## src/rtl/roll_removal_engine.sv

```systemverilog
// Roll removal engine: loads a WIDTH x DEPTH occupancy grid row by row, then repeatedly strips
// rolls with fewer than THRESH occupied neighbours, one row per cycle, until stable (or once).
// Optional macro RRE_GRID_READBACK_EN adds a combinational current-grid row readback port.
module roll_removal_engine #(
  parameter int WIDTH  = 10,
  parameter int DEPTH  = 10,
  parameter int THRESH = 4,
  localparam int AW    = $clog2(DEPTH)
) (
  input  logic             clk,
  input  logic             rst,
  input  logic             start,
  input  logic             mode,
  input  logic             row_valid,
  input  logic [WIDTH-1:0] row_data,
  output logic             row_ready,
  output logic [31:0]      total_removed,
  output logic [15:0]      passes,
  output logic             busy,
  output logic             done
`ifdef RRE_GRID_READBACK_EN
  ,
  input  logic [AW-1:0]    rd_addr,
  output logic [WIDTH-1:0] rd_data
`endif
);

  typedef enum logic [2:0] {IDLE, LOAD, SCAN, COMMIT, DONE} state_t;

  // Neighbour counts never exceed 8, so a threshold above 9 behaves exactly like 9.
  localparam logic [4:0]    TH   = (THRESH > 9) ? 5'd9 : 5'(THRESH);
  localparam logic [AW-1:0] LAST = AW'(DEPTH - 1);

  state_t           state;
  logic             mode_q;
  logic [AW-1:0]    row_idx;
  logic [31:0]      pass_cnt;
  logic [WIDTH-1:0] cur_grid [DEPTH];
  logic [WIDTH-1:0] nxt_grid [DEPTH];

  logic [WIDTH-1:0] row_up, row_mid, row_dn, acc_row;
  logic [WIDTH+1:0] up_p, mid_p, dn_p;
  logic [4:0]       nbr;
  logic [31:0]      acc_cnt;
  logic             load_we, scan_we, commit_copy;

  // Rows above/below the grid read as empty; pad columns so off-grid neighbours are empty too.
  always_comb begin
    row_mid = cur_grid[row_idx];
    row_up  = (row_idx == '0)  ? '0 : cur_grid[row_idx - 1'b1];
    row_dn  = (row_idx == LAST) ? '0 : cur_grid[row_idx + 1'b1];
    up_p    = {1'b0, row_up, 1'b0};
    mid_p   = {1'b0, row_mid, 1'b0};
    dn_p    = {1'b0, row_dn, 1'b0};
  end

  // Accessible rolls in the current row, evaluated against the frozen current grid.
  always_comb begin
    acc_row = '0;
    acc_cnt = '0;
    nbr     = '0;
    for (int c = 0; c < WIDTH; c++) begin
      nbr = 5'(up_p[c]) + 5'(up_p[c+1]) + 5'(up_p[c+2]) +
            5'(mid_p[c]) + 5'(mid_p[c+2]) +
            5'(dn_p[c]) + 5'(dn_p[c+1]) + 5'(dn_p[c+2]);
      acc_row[c] = row_mid[c] && (nbr < TH);
      acc_cnt    = acc_cnt + {31'b0, acc_row[c]};
    end
  end

  assign load_we     = (state == LOAD) && row_valid;
  assign scan_we     = (state == SCAN);
  assign commit_copy = (state == COMMIT) && mode_q && (pass_cnt != '0);

  // Grid storage: loaded beats, per-row survivors, and the end-of-pass snapshot swap.
  always_ff @(posedge clk) begin
    if (load_we) cur_grid[row_idx] <= row_data;
    if (scan_we) nxt_grid[row_idx] <= row_mid & ~acc_row;
    if (commit_copy) begin
      for (int r = 0; r < DEPTH; r++) cur_grid[r] <= nxt_grid[r];
    end
  end

  // Job control FSM with registered status outputs.
  always_ff @(posedge clk or posedge rst) begin
    if (rst) begin
      state         <= IDLE;
      mode_q        <= 1'b0;
      row_idx       <= '0;
      pass_cnt      <= '0;
      total_removed <= '0;
      passes        <= '0;
      busy          <= 1'b0;
      done          <= 1'b0;
      row_ready     <= 1'b0;
    end else begin
      case (state)
        IDLE, DONE: begin
          if (start) begin
            total_removed <= '0;
            passes        <= '0;
            done          <= 1'b0;
            busy          <= 1'b1;
            mode_q        <= mode;
            row_idx       <= '0;
            row_ready     <= 1'b1;
            state         <= LOAD;
          end
        end
        LOAD: begin
          if (row_valid) begin
            if (row_idx == LAST) begin
              row_idx   <= '0;
              row_ready <= 1'b0;
              pass_cnt  <= '0;
              state     <= SCAN;
            end else begin
              row_idx <= row_idx + 1'b1;
            end
          end
        end
        SCAN: begin
          total_removed <= total_removed + acc_cnt;
          pass_cnt      <= pass_cnt + acc_cnt;
          if (row_idx == LAST) state <= COMMIT;
          else                 row_idx <= row_idx + 1'b1;
        end
        COMMIT: begin
          if (pass_cnt != '0 && passes != 16'hFFFF) passes <= passes + 16'd1;
          if (!mode_q || pass_cnt == '0) begin
            busy  <= 1'b0;
            done  <= 1'b1;
            state <= DONE;
          end else begin
            row_idx  <= '0;
            pass_cnt <= '0;
            state    <= SCAN;
          end
        end
        default: state <= IDLE;
      endcase
    end
  end

`ifdef RRE_GRID_READBACK_EN
  assign rd_data = cur_grid[rd_addr];
`endif

endmodule

```

## config.mk

```make
export PLATFORM = sky130hd
export DESIGN_NAME = roll_removal_engine
export DESIGN_NICKNAME = d
export VERILOG_FILES = /design/src/rtl/roll_removal_engine.sv
export SDC_FILE = /design/constraint.sdc
export NUM_CORES = 1
export LEC_CHECK = 0
export BUFFER_PORTS_ARGS = -buffer_cell sky130_fd_sc_hd__buf_2
export CORE_MARGIN = 2
export CORE_UTILIZATION = 40
export DETAILED_ROUTE_END_ITERATION = 10
export SYNTH_ARGS = -nofsm -noshare
export SYNTH_HDL_FRONTEND = slang
export SYNTH_SLANG_ARGS = --single-unit
```

## constraint.sdc

```tcl
create_clock -name clk -period 11.72 [get_ports clk]
set_clock_uncertainty 0.2 [all_clocks]
set_input_delay 0.586 -clock clk [delete_from_list [all_inputs] [get_ports clk]]
set_output_delay 0.586 -clock clk [all_outputs]
set_load 0.1 [all_outputs]
```

==> results_dict.tcl, run 1 <==
set metrics [dict create \
    place_congestion 0.853 \
    hold_path_class "input pin to flip-flop" \
    worstSkewPairLatency_ns 0.58 \
    post-dp-hpwl_um 33200 \
    grt_max_degree 95 \
    vias_per_cell 5.96 \
    fin_crit_sh_pct 90.4 \
    antenna_found_initial 1 \
    r2r_slack_ns 1.12 \
    async_reset_ff_share_pct 25.9 \
    cts_buffers 40 \
    synth_common_cells "edfxtp_1 (260), mux4_2 (133), nand2_1 (110)" \
    wire_per_inst_um 23.8 \
    area_delta_synth_final_pct 12.3 \
    syn_avg_cell_area_um2 13.9 \
    clockBufferDepth 3 \
    cts_tree "done" \
    root_buffer "clkbuf_16" \
    grt_pass1_vias 12200 \
    end_kind "flip-flop" \
    reg2reg_depth 26 \
    fp.dieH_um 223 \
    cp.arrival_ns 10.87 \
    holdPathEnd "state[2]" \
    path_class "flip-flop to flip-flop" \
    die_w_um 223 \
    synth_cell_types 66 \
    port_buffers 65 \
    synth-seq-cells 351 \
    worst_slew_pin_slew_ns 1.27 \
    drc_errors 0 \
    htreeDepth 2 \
    syn-num-nets 1462 \
    coreArea_um2 47500 \
    crit_fanout 50 \
    die-area_um2 49700 \
    drt_iter0_markers 1204 \
    via_count 12400 \
    ys_seq_area_share_pct 52.6 \
    rsz0062_at_grt "no" \
    post_cts_buffers 0 \
    syn_area_um2 19200 \
    yosysTopAreaCellShare_pct 40.7 \
    fmax_mhz 94.4 \
    start_kind "flip-flop" \
    drive_above_1_share_pct 22.5 \
    status "finished clean" \
    r2r-start "row_idx[0]" \
    finalSetupViolations 0 \
    grt-ovfl-total 0 \
    maxCapViolCount 0 \
    synth_most_common_cell "edfxtp_1" \
    fin_crit_ns 10.60 \
    ant_nets 0 \
    hold_ws_ns 0.0556 \
    hold_viol_final 0 \
    routed_wl_um 49300 \
    track_usage_pct 20.1 \
    synth_flop_cell "edfxtp_1" \
    synthCells 1377 \
    synth_edf_count 260 \
    ys_top_cells_by_area "edfxtp_1 (41%), mux4_2 (16%), dfrtp_1 (12%), a21o_1 (4.1%), fa_1 (3.4%)" \
    initial_utilization_pct 40.3 \
    pre_cts_ws_ns 1.10 \
    slew_viol_final 0 \
    cts_sinks 351 \
    hold_start "start" \
    synth_warnings 0 \
    fin_ws_ns 1.12 \
    path_clk_slew_ns 0.06 \
    detail_route.first_pass.iterations 5 \
    grt_pass1_wl_um 75500 \
    fill_cells 4176 \
    num_rows 80 \
    r2r_end "pass_cnt[17]" \
    synth_top_cell_by_area "edfxtp_1" \
    hold_depth 2 \
    nets 1512 \
    post-route-util_pct 45.3 \
    fin_setup_tns_ns 0 \
    io_pins 66 \
    worst_ep_required_time_ns 12.00 \
    slew_headroom_pct 15.3 \
]
[layer usage]
| metal | track usage (%) | vias to the layer above | wire, µm |
|---|---|---|---|
| li1 | - | 5485 | - |
| met5 | 0 | - | 0 |
| met2 | 31.7 | 459 | 23300 |
| met1 | 28.3 | 6329 | 21200 |
| met4 | 6.54 | 0 | 1310 |
| met3 | 3.83 | 80 | 3510 |
[registers in the layout (all words and copies together), names as in the netlist]
register       flops
passes            16
cur_grid         160
row_idx            4
pass_cnt          32
total_removed     32
busy               1
mode_q             1
state              3
nxt_grid         100
row_ready          1
done               1
[cell type report]
cell class	instances	area (µm²)	share of cell area, %
well taps	615	769	3.58
clock inverters	25	263	1.22
clock buffers	47	1070	4.96
multi-input cells	883	8540	39.7
inverters	51	194	0.901
diodes	1	2.50	0.0116
repair buffers	100	593	2.76
flip-flops and latches	351	10100	46.9
[worst max path at each step]
| stage | from | endpoint | slack, ns | cells after the start |
|---|---|---|---|---|
| after floorplan | row_idx[0] | pass_cnt[16] | 1.57 | 34 |
| after global placement | row_idx[0] | pass_cnt[25] | 1.40 | 26 |
| after detailed placement | row_idx[0] | pass_cnt[17] | 1.10 | 26 |
| after CTS | row_idx[0] | pass_cnt[23] | 1.11 | 26 |
| after global routing | row_idx[0] | pass_cnt[23] | 0.41 | 27 |
| final | row_idx[0] | pass_cnt[17] | 1.12 | 26 |
[worst max-delay path, cell delays in order (launching register included)]
cell	delay, ns
dfrtp_4	0.69
inv_1	0.20
ha_4	0.82
mux4_2	0.33
nor2b_1	0.13
a211oi_1	0.06
a211oi_1	0.79
fa_1	0.55
fa_1	0.51
fa_1	0.44
ha_1	0.27
and2_0	0.14
a311oi_1	0.36
nand2_1	0.13
fa_1	0.49
fa_1	0.53
fa_1	0.55
inv_1	0.04
ha_1	0.21
fa_1	0.38
xor2_1	0.20
ha_1	0.35
nand2_1	0.06
o21ai_0	0.53
nand4_1	0.67
or4_1	0.69
a21oi_1	0.16
[through the flow]
stage | area (µm²) | std cells
after global routing | 21500 | 2073
after global placement | 20200 | 1998
after floorplan | 19200 | 1377
after CTS | 21500 | 2072
final | 21500 | 2073
after detailed placement | 20200 | 1998
[cell usage in the layout (no fill, tap or decap), types with 6 or more instances in the layout]
| cell | n |
|---|---|
| xor2_1 | 10 |
| and2_1 | 21 |
| nand2_1 | 110 |
| nor2_1 | 26 |
| dfrtp_1 | 89 |
| buf_2 | 65 |
| or4_1 | 9 |
| and3_1 | 27 |
| a21o_1 | 104 |
| ha_1 | 36 |
| nor2b_1 | 14 |
| mux4_2 | 133 |
| clkinv_2 | 10 |
| inv_1 | 50 |
| clkinv_1 | 6 |
| o21ai_0 | 31 |
| or3_1 | 9 |
| clkbuf_16 | 41 |
| o31ai_1 | 18 |
| nor3_1 | 18 |
| nand3_1 | 43 |
| nand2b_1 | 12 |
| fa_1 | 33 |
| mux2i_1 | 50 |
| o21ai_2 | 7 |
| a211oi_1 | 6 |
| o311ai_0 | 11 |
| buf_4 | 33 |
| a21oi_1 | 29 |
| nor4_1 | 10 |
| and4_1 | 8 |
| nand4_1 | 27 |
| edfxtp_1 | 260 |
| o211ai_1 | 6 |
[cell families after synthesis]
group / Yosys count / share of synthesized area [%]
AND/OR/NAND/NOR: 355 / 9.76
flip-flops: 351 / 52.6
AO/OA/AOI/OAI: 254 / 9.25
multiplexers: 188 / 18.5
buffers and inverters: 143 / 3.24
adder cells (fa/ha/maj): 70 / 5.86
XOR/XNOR: 16 / 0.731
[repair_timing]
action	4_1_cts	5_1_grt
gates resized for setup	0	0
hold endpoints to repair	32	0
hold buffers	2	0
Power of run 1 is left out: the tool's default activity adds up to more than one toggle a clock period on the data nets, which glitch-free logic cannot reach.
==> run 2: changes to the inputs <==
--- a/config.mk
+++ b/config.mk
@@ -5,6 +5,7 @@
 export SDC_FILE = /design/constraint.sdc
 export NUM_CORES = 1
 export LEC_CHECK = 0
+export ABC_AREA = 1
 export BUFFER_PORTS_ARGS = -buffer_cell sky130_fd_sc_hd__buf_2
 export CORE_MARGIN = 2
 export CORE_UTILIZATION = 40
==> run 2 against run 1 <==
Compared with the run above: cell count rose by 53%; critical path depth rose by 6; highest routed layer unchanged; utilization barely moved; cell area rose by 5.7%; worst hold slack improved by 0.23 ns.
==> results_dict.tcl, run 2 <==
set metrics [dict create \
    synth_flop_cell "edfxtp_1" \
    antenna_found_initial 0 \
    hold_start "busy" \
    fmax_mhz 104 \
    clockBufferDepth 3 \
    seq_area_um2 10100 \
    synth_warnings 0 \
    post-route-util_pct 45.3 \
    route.met2.wl_um 26400 \
    area_delta_synth_final_pct 11.4 \
    wl_met1_um 26900 \
    startpoint "row_idx[0]" \
    routed_wl_um 58000 \
    synthCells 2444 \
    post_cts_buffers 0 \
    start_kind "flip-flop" \
    cp.arrival_ns 9.86 \
    drt_iter0_markers 1694 \
    grt_pass1_vias 15900 \
    critPathTopFamily "adder cells" \
    layout_commonest_cell "nand2_1" \
    rsz0062_at_grt "no" \
    drc_errors 0 \
    grt-ovfl-total 0 \
    hold_viol_final 0 \
    fill_cells 4882 \
    fp.dieH_um 230 \
    num_rows 82 \
    hold_ws_ns 0.284 \
    detail_route.first_pass.iterations 6 \
    slew_headroom_pct 13.7 \
    syn-num-nets 2529 \
    initial_utilization_pct 40.6 \
    synth-seq-cells 351 \
    syn_area_um2 20400 \
    coreArea_um2 50300 \
    grt_max_degree 89 \
    top_layer "met4" \
    ys_top_cells_by_area "edfxtp_1 (38%), nand2_1 (11%), dfrtp_1 (11%), o21ai_0 (6.7%), inv_1 (5.8%)" \
    track_usage_pct 22.1 \
    die_w_um 230 \
    root_buffer "clkbuf_16" \
    mostFrequentLayoutCells "nand2_1 (611), inv_1 (315), o21ai_0 (271)" \
    slew_viol_final 0 \
    htreeDepth 2 \
    max_stage_delay_ns 1.03 \
    port_buffers 65 \
    fin_setup_tns_ns 0 \
    cts_tree "done" \
    via_count 16700 \
    synth_common_cells "nand2_1 (611), inv_1 (317), o21ai_0 (273)" \
    synth_cell_types 50 \
    vias_per_cell 5.26 \
    drive_above_1_share_pct 10.2 \
    yosysTopAreaCellShare_pct 38.2 \
    ant_nets 0 \
    async_reset_ff_share_pct 25.9 \
    end_kind "flip-flop" \
    largest_register_ff_count 160 \
    crit_top_cell "nand3_1" \
    grt_pass1_wl_um 91600 \
    multi_input_comb_area_um2 8610 \
    nets 2563 \
    fin_crit_ns 9.62 \
    cts_buffers 42 \
    met3WireLength_um 3500 \
    top_register "cur_grid" \
    synth_most_common_cell "nand2_1" \
    reg_top3 "cur_grid: 160 flops, nxt_grid: 100 flops" \
    synth_top_cell_by_area "edfxtp_1" \
    worst_ep_required_time_ns 11.96 \
    crit_path_top_delay_cell "xor2_1" \
    die-area_um2 52900 \
    finalSetupViolations 0 \
    r2r-start "row_idx[0]" \
    maxCapViolCount 0 \
    synth_edf_count 260 \
    cts_sinks 351 \
    crit_fanout 72 \
    wire_per_inst_um 18.2 \
    path_clk_slew_ns 0.06 \
    ys_seq_area_share_pct 49.4 \
    crit_buf_inv 6 \
    worst_slew_pin_slew_ns 1.29 \
    worstSkewPairLatency_ns 0.57 \
    place_congestion 0.916 \
    status "finished clean" \
    hold_path_class "flip-flop to flip-flop" \
    antennaDiodeCount 0 \
    fin_crit_sh_pct 82.1 \
    io_pins 66 \
    syn_avg_cell_area_um2 8.36 \
    post-dp-hpwl_um 41500 \
    path_class "flip-flop to flip-flop" \
]
[run 2: worst register-to-register path, delay by kind of cell (launching register included)]
| kind | cells | cell delay (ns) |
|---|---|---|
| buffers and inverters | 6 | 1.25 |
| AOI/OAI and AO/OA | 2 | 0.57 |
| adders and majority gates | 9 | 3.62 |
| and+or+nand+nor | 13 | 1.79 |
| xor gates and xnor gates | 2 | 1.27 |
| DFF | 1 | 0.80 |
[run 2: kinds of logic after synthesis]
group	synth area share [%]
buffers and inverters	8.99
xor gates and xnor gates	0.987
and+or+nand+nor	24.3
adders and majority gates	5.50
DFF	49.4
AOI/OAI and AO/OA	10.9
[run 2: metal layers]
metal / vias up / track usage [%]
met5: - / 0
li1: 8170 / -
met3: 76 / 3.36
met4: 0 / 5.48
met1: 7989 / 31.7
met2: 506 / 34.9
[run 2: final cells by class]
cell class              instances  share of cell area, %
multi-input cells            1651                   37.9
flip-flops and latches        351                   44.3
well taps                     672                   3.70
clock buffers                  54                   5.14
repair buffers                101                   2.64
clock inverters                20                  0.830
inverters                     331                   5.49
[run 2: worst paths after layout]
| check | slack, ns | cells past startpoint | end |
|---|---|---|---|
| setup / recovery | 2.10 | 32 | pass_cnt[27] |
| hold / removal | 0.28 | 2 | busy |
| setup reg to reg | 2.10 | 32 | pass_cnt[27] |
| hold reg to reg | 0.28 | 2 | busy |
| max in group asynchronous | 9.76 | 4 | row_idx[0] |
| min in group asynchronous | 0.54 | 3 | total_removed[15] |
[run 2: through the flow]
step,instances,setup slack [ns],area (µm²)
after floorplan,2444,3.32,20400
after global placement,3104,2.27,21400
after detailed placement,3104,2.17,21400
after CTS,3180,2.19,22800
after global routing,3180,1.42,22800
final,3180,2.10,22800
[run 2: what timing repair did]
| action | CTS | global route |
|---|---|---|
| endpoints found under the hold margin | 16 | 0 |
| hold buffers | 2 | 0 |
| gates resized for setup | 0 | 0 |
Power of run 2 is left out for the same reason.
==> run 3: changes to the inputs <==
==> constraint.sdc (replaced) <==
create_clock -name clk -period 9.2 [get_ports clk]
set_clock_uncertainty 0.2 [all_clocks]
set_input_delay 0.46 -clock clk [delete_from_list [all_inputs] [get_ports clk]]
set_output_delay 0.46 -clock clk [all_outputs]
set_load 0.1 [all_outputs]
==> run 3 against run 2 <==
Compared with the run above: highest routed layer unchanged; critical path depth up 2; utilization up 0.30 points; sequential share of layout area down 0.29 points; cell area up 0.65%; cell count up 0.63%; register-to-register slack worse by 1.5 ns; clock-buffer cell count down 1; critical path type unchanged; global-route usage about the same.
==> results_dict.tcl, run 3 (same netlist as run 2, synthesis figures left out) <==
set metrics [dict create \
    status "finished clean" \
    mostFrequentLayoutCells "nand2_1 (611), inv_1 (315), o21ai_0 (271)" \
    crit_fanout 51 \
    fp.dieH_um 230 \
    root_buffer "clkbuf_16" \
    io_pins 66 \
    nets 2580 \
    drc_errors 0 \
    die_w_um 230 \
    wire_per_inst_um 18.2 \
    drive_above_1_share_pct 10.7 \
    startpoint "row_idx[0]" \
    path_clk_slew_ns 0.07 \
    cp.depth 34 \
    coreArea_um2 50300 \
    cts_buffers 41 \
    crit_path_top_delay_cell "fa_1" \
    cts_sinks 351 \
    critPathTopFamily "adder cells" \
    finalSetupViolations 0 \
    htreeDepth 2 \
    area_delta_synth_final_pct 12.1 \
    end_kind "flip-flop" \
    fin_crit_ns 8.59 \
    crit_end "pass_cnt[11]" \
    path_class "flip-flop to flip-flop" \
    worstSkewPairLatency_ns 0.56 \
    cp.arrival_ns 8.88 \
    fin_crit_sh_pct 93.4 \
    grt_pass1_wl_um 91300 \
    place_area_um2 21500 \
    start_kind "flip-flop" \
    routed_wl_um 58300 \
    largest_register_ff_count 160 \
    initial_utilization_pct 40.6 \
    fin_setup_tns_ns 0 \
    reg_top3 "cur_grid: 160 flops, nxt_grid: 100 flops" \
    layout_commonest_cell "nand2_1" \
    via_count 16900 \
    top_register "cur_grid" \
    detail_route.first_pass.iterations 6 \
    max_stage_delay_ns 0.58 \
    grt_pass1_vias 15900 \
    track_usage_pct 22.0 \
    post-dp-hpwl_um 42300 \
    clockBufferDepth 3 \
    fin_area_um2 22900 \
    ant_nets 0 \
    die-area_um2 52900 \
    place_congestion 0.930 \
    hold_path_class "input pin to flip-flop" \
    hold_viol_final 0 \
    num_rows 82 \
    reg2reg_depth 34 \
    drt_iter0_markers 1658 \
    final_cell_count_no_fill 3200 \
    slew_headroom_pct 14.6 \
    cts_tree "done" \
    vias_per_cell 5.29 \
    fmax_mhz 116 \
    antenna_found_initial 0 \
    worst_slew_pin_slew_ns 1.28 \
    slew_viol_final 0 \
    port_buffers 65 \
    r2r_slack_ns 0.61 \
    grt_max_degree 115 \
    crit_buf_inv 9 \
    maxCapViolCount 0 \
    r2r_end "pass_cnt[11]" \
    worst_ep_required_time_ns 9.48 \
    post_cts_buffers 0 \
    grt-ovfl-total 0 \
    r2r-start "row_idx[0]" \
    crit_top_cell "fa_1" \
    dp_cells 3122 \
]
[run 3: final cells by class]
type | count | area [µm²]
Fill cell | 4956 | 27400
Antenna cell | 1 | 2.50
Clock buffer | 53 | 1080
Multi-Input combinational cell | 1651 | 8630
Sequential cell | 351 | 10100
Clock inverter | 22 | 216
Timing Repair Buffer | 119 | 787
Tap cell | 672 | 841
Inverter | 331 | 1250
[run 3: worst min-delay path by stage]
stage	slack (ns)	endpoint	cells past startpoint	startpoint
after CTS	0.20	busy	4	start
after global routing	0.24	cur_grid[5][7]	4	row_data[7]
after global placement	0.27	total_removed[11]	2	rst
final	0.22	cur_grid[7][7]	4	row_data[7]
after detailed placement	0.27	total_removed[26]	2	rst
after floorplan	0.27	pass_cnt[0]	2	pass_cnt[0]
[run 3: worst reg2reg max path, delay by kind of cell (launching register included)]
| family | cells | cell delay, ns |
|---|---|---|
| xor gates and xnor gates | 2 | 0.41 |
| buffers and inverters | 9 | 1.03 |
| adders and majority gates | 10 | 4.21 |
| and+or+nand+nor | 11 | 1.93 |
| AOI/OAI and AO/OA | 2 | 0.22 |
| DFF | 1 | 0.53 |
[run 3: repair_timing]
| item | CTS | global route |
|---|---|---|
| setup endpoints to repair | 0 | 14 |
| hold buffers | 2 | 0 |
| gates resized for setup | 0 | 11 |
| endpoints found under the hold margin | 23 | 0 |
[run 3: metal layers]
metal	vias up	share of wire [%]	track usage, %
met3	104	6.0	3.09
met2	578	45	34.7
li1	8205	-	-
met5	-	0	0
met1	8041	46	31.3
met4	0	2.9	7.24
[run 3: stage by stage]
step	worst slack (ns)	hold slack (ns)	utilization [%]
2_1_floorplan	0.798	0.271	-
3_3_place_gp	0.614	0.265	42.9
3_5_place_dp	0.445	0.268	42.9
4_1_cts	0.418	0.204	45.5
5_1_grt	-0.00220	0.240	45.5
6_report	0.608	0.224	45.6
Power of run 3 is left out for the same reason.
